`config.mk`:
```
export PLATFORM = sky130hd
export DESIGN_NAME = shift_arbiter_flat
export DESIGN_NICKNAME = d
export VERILOG_FILES = /design/src/rtl/shift_pkg.sv /design/src/rtl/shift_arbiter_if.sv /design/src/rtl/shift_unit.sv /design/src/rtl/shift_arbiter.sv /design/src/flat_wrapper.sv
export SDC_FILE = /design/constraint.sdc
export NUM_CORES = 1
export LEC_CHECK = 0
export BUFFER_PORTS_ARGS = -buffer_cell sky130_fd_sc_hd__buf_2
export CORE_AREA = 2 2 108 110
export CTS_BUF_LIST = sky130_fd_sc_hd__clkbuf_16
export CTS_CLUSTER_SIZE = 20
export DETAILED_ROUTE_END_ITERATION = 12
export DIE_AREA = 0 0 110 112
export SYNTH_ARGS = -nofsm -noshare
export SYNTH_HDL_FRONTEND = slang
export SYNTH_SLANG_ARGS = --single-unit
```
`constraint.sdc`:
```
create_clock -name clk -period 5.6 [get_ports clk]
set_input_delay 1.12 -clock clk [delete_from_list [all_inputs] [get_ports clk]]
set_output_delay 1.12 -clock clk [all_outputs]
set_load 0.005 [all_outputs]
```
`src/rtl/shift_pkg.sv`:
```
// Shared definitions for the shift arbiter slice.
//   WIDTH        : datapath width (fixed at 16)
//   AMT_W        : shift-amount width, log2(WIDTH)
//   shift_mode_t : operation encoding carried on reqN_mode
package shift_pkg;

  localparam int WIDTH = 16;
  localparam int AMT_W = 4;

  typedef enum logic [1:0] {
    SHIFT_SLL = 2'b00,
    SHIFT_SRA = 2'b01,
    SHIFT_ROR = 2'b10,
    SHIFT_ILL = 2'b11
  } shift_mode_t;

endpackage

```
`src/rtl/shift_arbiter_if.sv`:
```
// Request/result bundle between two requesters, the shift arbiter and the
// result consumer.
//   req_valid[1:0]  : requester i presents an operation
//   req_ready[1:0]  : requester i's operation is accepted this cycle
//   reqN_data/amt/mode : operand, shift amount and operation per requester
//   res_valid/res_ready : result handshake
//   res_data/res_id/res_err : shifted value, winning requester, illegal flag
// master : requester/consumer side; slave : arbiter side.
interface shift_arbiter_if;
  import shift_pkg::*;

  logic [1:0]       req_valid;
  logic [1:0]       req_ready;
  logic [WIDTH-1:0] req0_data;
  logic [WIDTH-1:0] req1_data;
  logic [AMT_W-1:0] req0_amt;
  logic [AMT_W-1:0] req1_amt;
  logic [1:0]       req0_mode;
  logic [1:0]       req1_mode;
  logic             res_valid;
  logic             res_ready;
  logic [WIDTH-1:0] res_data;
  logic             res_id;
  logic             res_err;

  modport master (
    output req_valid, req0_data, req1_data, req0_amt, req1_amt,
           req0_mode, req1_mode, res_ready,
    input  req_ready, res_valid, res_data, res_id, res_err
  );

  modport slave (
    input  req_valid, req0_data, req1_data, req0_amt, req1_amt,
           req0_mode, req1_mode, res_ready,
    output req_ready, res_valid, res_data, res_id, res_err
  );

endinterface

```
`src/rtl/shift_unit.sv`:
```
// Combinational 16-bit shifter shared by both requesters.
//   data    : operand
//   amt     : shift amount, 0..15 (0 passes the operand through)
//   mode    : SLL (zero fill), SRA (sign fill), ROR (rotate right), ILL
//   result  : shifted value; operand unchanged for the illegal mode
//   illegal : high when mode is the illegal encoding
module shift_unit
  import shift_pkg::*;
(
  input  logic [WIDTH-1:0] data,
  input  logic [AMT_W-1:0] amt,
  input  shift_mode_t      mode,
  output logic [WIDTH-1:0] result,
  output logic             illegal
);

  function automatic logic [WIDTH-1:0] sll_f(input logic [WIDTH-1:0] x,
                                             input logic [AMT_W-1:0] a);
    return x << a;
  endfunction

  function automatic logic [WIDTH-1:0] sra_f(input logic signed [WIDTH-1:0] x,
                                             input logic [AMT_W-1:0] a);
    logic signed [WIDTH-1:0] s;
    s = x >>> a;
    return s;
  endfunction

  // Rotating right is the low half of the doubled operand shifted right,
  // which also yields the operand itself for a zero amount.
  function automatic logic [WIDTH-1:0] ror_f(input logic [WIDTH-1:0] x,
                                             input logic [AMT_W-1:0] a);
    logic [2*WIDTH-1:0] dbl;
    dbl = {x, x} >> a;
    return dbl[WIDTH-1:0];
  endfunction

  always_comb begin
    result  = data;
    illegal = 1'b0;
    unique case (mode)
      SHIFT_SLL: result = sll_f(data, amt);
      SHIFT_SRA: result = sra_f(data, amt);
      SHIFT_ROR: result = ror_f(data, amt);
      SHIFT_ILL: illegal = 1'b1;
      default:   illegal = 1'b1;
    endcase
  end

endmodule

```
`src/rtl/shift_arbiter.sv`:
```
// Two-requester arbiter in front of one shared shift unit, with a single
// output result register returned over a valid/ready handshake.
//   clk    : clock, all state on the rising edge
//   rst_n  : asynchronous active-low reset
//   bus    : shift_arbiter_if.slave (request inputs, grants, result outputs)
// Parameters:
//   WIDTH  : data width, fixed at 16
//   AMT_W  : shift-amount width, 4
//   FAIR   : 1 = round-robin between contending requesters,
//            0 = requester 0 always wins when valid
module shift_arbiter #(
  parameter int WIDTH = 16,
  parameter int AMT_W = 4,
  parameter int FAIR  = 1
) (
  input  logic            clk,
  input  logic            rst_n,
  shift_arbiter_if.slave  bus
);
  import shift_pkg::shift_mode_t;

  logic             vld_p1;
  logic [WIDTH-1:0] data_p1;
  logic             id_p1;
  logic             err_p1;
  logic             last;

  logic             slot_free;
  logic [1:0]       grant;
  logic             grant_any;
  logic             grant_idx;

  logic [WIDTH-1:0] op_data_p0;
  logic [AMT_W-1:0] op_amt_p0;
  shift_mode_t      op_mode_p0;
  logic [WIDTH-1:0] sh_res_p0;
  logic             sh_ill_p0;

  // Grants are withheld while reset is asserted so nothing can be accepted
  // that the held-in-reset register would then drop.
  always_comb begin
    slot_free = !vld_p1 || bus.res_ready;
    grant     = 2'b00;
    if (slot_free && rst_n) begin
      unique case (bus.req_valid)
        2'b01:   grant = 2'b01;
        2'b10:   grant = 2'b10;
        2'b11: begin
          if (FAIR != 0) grant = last ? 2'b01 : 2'b10;
          else           grant = 2'b01;
        end
        default: grant = 2'b00;
      endcase
    end
    grant_any = |grant;
    grant_idx = grant[1];
  end

  assign bus.req_ready = grant;

  // Stage p0: operand mux driven by the winner, into the shared shifter.
  always_comb begin
    if (grant_idx) begin
      op_data_p0 = bus.req1_data;
      op_amt_p0  = bus.req1_amt;
      op_mode_p0 = shift_mode_t'(bus.req1_mode);
    end else begin
      op_data_p0 = bus.req0_data;
      op_amt_p0  = bus.req0_amt;
      op_mode_p0 = shift_mode_t'(bus.req0_mode);
    end
  end

  shift_unit u_shift (
    .data    (op_data_p0),
    .amt     (op_amt_p0),
    .mode    (op_mode_p0),
    .result  (sh_res_p0),
    .illegal (sh_ill_p0)
  );

  // Stage p1: result register. A grant always overwrites (the slot is free
  // either because it was empty or because it is being consumed now); a
  // consume without a grant empties it; otherwise it holds.
  always_ff @(posedge clk or negedge rst_n) begin
    if (!rst_n) begin
      vld_p1  <= 1'b0;
      data_p1 <= '0;
      id_p1   <= 1'b0;
      err_p1  <= 1'b0;
      last    <= 1'b1;
    end else if (grant_any) begin
      vld_p1  <= 1'b1;
      data_p1 <= sh_res_p0;
      id_p1   <= grant_idx;
      err_p1  <= sh_ill_p0;
      last    <= grant_idx;
    end else if (bus.res_ready) begin
      vld_p1  <= 1'b0;
    end
  end

  assign bus.res_valid = vld_p1;
  assign bus.res_data  = data_p1;
  assign bus.res_id    = id_p1;
  assign bus.res_err   = err_p1;

endmodule

```
`src/flat_wrapper.sv`:
```
// flat-port wrapper written by rule: the top's interface ports become plain ports
module shift_arbiter_flat import shift_pkg::shift_mode_t;
#(
  parameter int WIDTH = 16,
  parameter int AMT_W = 4,
  parameter int FAIR  = 1
)
  (clk, rst_n, bus_req_valid, bus_req0_data, bus_req1_data, bus_req0_amt, bus_req1_amt, bus_req0_mode, bus_req1_mode, bus_res_ready, bus_req_ready, bus_res_valid, bus_res_data, bus_res_id, bus_res_err);
  shift_arbiter_if bus_i ();
  input  logic clk;
  input  logic rst_n;
  input wire logic [$bits(bus_i.req_valid)-1:0] bus_req_valid;
  input wire logic [$bits(bus_i.req0_data)-1:0] bus_req0_data;
  input wire logic [$bits(bus_i.req1_data)-1:0] bus_req1_data;
  input wire logic [$bits(bus_i.req0_amt)-1:0] bus_req0_amt;
  input wire logic [$bits(bus_i.req1_amt)-1:0] bus_req1_amt;
  input wire logic [$bits(bus_i.req0_mode)-1:0] bus_req0_mode;
  input wire logic [$bits(bus_i.req1_mode)-1:0] bus_req1_mode;
  input wire logic [$bits(bus_i.res_ready)-1:0] bus_res_ready;
  output wire logic [$bits(bus_i.req_ready)-1:0] bus_req_ready;
  output wire logic [$bits(bus_i.res_valid)-1:0] bus_res_valid;
  output wire logic [$bits(bus_i.res_data)-1:0] bus_res_data;
  output wire logic [$bits(bus_i.res_id)-1:0] bus_res_id;
  output wire logic [$bits(bus_i.res_err)-1:0] bus_res_err;
  assign bus_i.req_valid = bus_req_valid;
  assign bus_i.req0_data = bus_req0_data;
  assign bus_i.req1_data = bus_req1_data;
  assign bus_i.req0_amt = bus_req0_amt;
  assign bus_i.req1_amt = bus_req1_amt;
  assign bus_i.req0_mode = bus_req0_mode;
  assign bus_i.req1_mode = bus_req1_mode;
  assign bus_i.res_ready = bus_res_ready;
  assign bus_req_ready = bus_i.req_ready;
  assign bus_res_valid = bus_i.res_valid;
  assign bus_res_data = bus_i.res_data;
  assign bus_res_id = bus_i.res_id;
  assign bus_res_err = bus_i.res_err;
  shift_arbiter #(.WIDTH(WIDTH), .AMT_W(AMT_W), .FAIR(FAIR)) u_core (.clk(clk), .rst_n(rst_n), .bus(bus_i));
endmodule
```
==> impl_metrics.toml <==
[sta]
max_freq_mhz = 256.3
grt_setup_unrepaired = "false"
finalSetupViolCount = 0
whs_ns = 0.4901
min_period_over_period_pct = 69.67
timing.slew.headroom_pct = 30.63
skew_ns = 0.001284
finalCriticalPeriod_ns = 3.902
setup_tns_ns = 0
drv_slew = 0
worst_slack_ns = 1.698
hold_violations = 0
worst_pin_slew_ns = 1.041

[route]
drt_first_pass_iters = 7
drc = 0
drt_iter0_drc = 613
routed_wirelength_mm = 19.65
antenna_left = 0
avgRoutedWirePerCell_um = 27.33
via_per_inst = 6.976
vias = 5016

[cts]
root_buffer = "clkbuf_16"
htree_levels = 1
cts.sinks = 20
cts_tree = "yes"
cts_buffer_depth = 2
holdBufCountCts = 0
clock_latency_ns = 0.26
cts_resized = 0
post_cts_buffers = 0
cts_inserted_buffers = 3
clk_pin_slew_ns = 0.06

[power]
clkPwrFrac_pct = 16.6
leakage_nw = 1.980
pwr-share-seq_pct = 22.8
p_comb_share_pct = 60.6
vdd_ir_drop_max_mv = 0.1325
swShare_pct = 45.99
p_int_mw = 0.4969
finalPower_mw = 0.9200
netSwitchingPower_mw = 0.4231
pwr_density_cell_nw_per_um2 = 193.9

[floorplanning]
rows = 39
die_y_um = 112
io_pins = 70
die_area_um2 = 12320
die_w_um = 110
initial_core_util_pct = 39.39
core_um2 = 11170

[finish]
nFillCells = 1137
final_common_cell = "mux2i_1"
register_area_um2 = 501.7
layout.nets = 625
drive_above_1_share_pct = 25.57
instances_no_fill = 719
final_cell_mix = "72 x mux2i_1, 69 x buf_2, 53 x nor2_1, 50 x nand2_1, 44 x a21oi_1"
multiInputGateArea_um2 = 3567
syn_to_final_growth_pct = 7.817

[synthesis]
seq_area_frac_synth_pct = 11.40
async_flop_share_pct = 100.0
synth_edf_count = 0
synth_ff_type = "dfrtp_1"
syn_inst = 544
avgSynthCellArea_um2 = 8.091
ys_types = 66
synth_seq_cells = 20
netlist_area_um2 = 4402
synth_nets = 593
synth-warning-count = 0

[critical_path]
crit_start = "bus_res_ready"
worstPathArrival_ns = 4.04
slowest_delay_ns = 0.81
cp-end-kind = "flop"
cp_slowest_cell = "mux2i_1"
critPathKind = "in2reg"
crit_required_ns = 5.74
crit_chain = "buf_2 -> nand2b_1 -> nand3_2 -> buf_4 -> mux2i_1 -> nor2_1 -> a22oi_1 -> nand3_1 -> a221o_1"
worstPathMaxFanout = 62
start_kind = "primary input"
r2r-start = "u_core.last"

[placement]
portBuffers = 69
place_congestion = 1.070
place_inst = 714
dpl.hpwl_mm = 14.79
place_ws_ns = 1.533

[min_path]
hold_path_class = "reg2reg"
min_from = "u_core.last"

[grt]
top_usage_layer = "met2"
grt_pass1_vias = 4550
grt_max_degree = 63
grt_use_total_pct = 32.04
antenna_found_initial = 0
grt_overflow = 0
use_met3_pct = 5.211
use_met2_pct = 49.04
grtUsageMet1_pct = 45.42
grt_pass1_wl_mm = 29.02

[status]
outcome = "completed"

[run]
cap_violations = 0
[power groups by stage]
stage	registers (mW)	clock network, mW	logic [mW]
after floorplan	0.212	0	0.348
after global placement	0.209	0	0.543
after detailed placement	0.212	0	0.542
after CTS	0.210	0.152	0.544
after global routing	0.213	0.161	0.592
final	0.210	0.153	0.558
[layout make-up]
cell class                      count  share of cell area (%)
Antenna cell                        1                 0.05273
Sequential cell                    20                   10.57
Multi-Input combinational cell    468                   75.16
Timing Repair Buffer               72                   7.751
Clock inverter                      1                 0.07909
Tap cell                          143                   3.770
Inverter                           11                   1.028
Clock buffer                        3                   1.582
[worst max-delay path, delay by kind of cell]
| family | cells | cell delay (ns) |
|---|---|---|
| mux | 1 | 0.81 |
| simple gates | 4 | 0.79 |
| buf+inv | 2 | 0.70 |
| compound gates | 2 | 0.59 |
[Yosys cell counts (3+ instances only)]
master | instances | area (µm²)
o21ai_0 | 40 | 200.2
mux4_2 | 23 | 518.0
a22oi_1 | 6 | 45.04
nand3_1 | 23 | 115.1
a221oi_1 | 8 | 70.07
a21oi_1 | 44 | 220.2
mux2i_1 | 72 | 720.7
nand2b_1 | 7 | 43.79
nor2_1 | 53 | 198.9
nand4_1 | 3 | 18.77
o221ai_1 | 3 | 26.28
nor2b_1 | 3 | 18.77
buf_2 | 17 | 85.08
clkbuf_1 | 9 | 33.78
o31ai_1 | 6 | 45.04
inv_1 | 8 | 30.03
a221o_1 | 4 | 40.04
o2bb2ai_1 | 3 | 26.28
o31a_1 | 3 | 26.28
o21a_1 | 4 | 30.03
and3_1 | 3 | 18.77
a31oi_1 | 7 | 43.79
buf_4 | 12 | 90.09
o211ai_1 | 7 | 52.55
nand2_1 | 50 | 187.7
dfrtp_1 | 19 | 475.5
o22ai_1 | 5 | 31.28
a211oi_1 | 4 | 30.03
buf_6 | 5 | 56.30
nor3_1 | 10 | 50.05
mux2_2 | 33 | 371.6
[routing by layer]
metal,up-vias,share of wire (%),wire length [µm]
met5,-,0,0
met3,62,11,2070
li1,2175,-,-
met1,2412,40,7945
met2,367,45,8856
met4,0,3.9,775
[cell families (layout without fill, tap and decap cells)]
kind of cell / Yosys count / after routing / synth area share [%]
AOI/OAI and AO/OA: 170 / 170 / 25.98
and+or+nand+nor: 167 / 167 / 17.31
muxes: 131 / 131 / 37.75
buffers and inverters: 56 / 87 / 7.561
DFF: 20 / 20 / 11.40
other: 0 / 1 / 0
[registers in the layout, summed over array words and instances, names as in the netlist]
register,cells
u_core.bus.res_valid,1
u_core.bus.res_id,1
u_core.bus.res_data,16
u_core.last,1
u_core.bus.res_err,1
[metrics by stage]
stage	instance area, µm²	utilization, %
2_1_floorplan	4402	-
3_5_place_dp	4664	41.74
6_report	4746	42.47
4_1_cts	4743	42.45
3_3_place_gp	4664	41.74
5_1_grt	4743	42.45
[path summary, 6_finish.rpt]
path                                                end  slack (ns)  cells after the start
max in group asynchronous       u_core.bus.res_data[10]        4.33                      1
worst min-delay path                        u_core.last        0.49                      2
min in group asynchronous            u_core.bus.res_err        0.87                      1
worst max register to register  u_core.bus.res_data[15]        2.33                      8
worst min register to register              u_core.last        0.49                      2
worst max-delay path            u_core.bus.res_data[15]        1.70                      9
(Power assumes the default switching activity.)
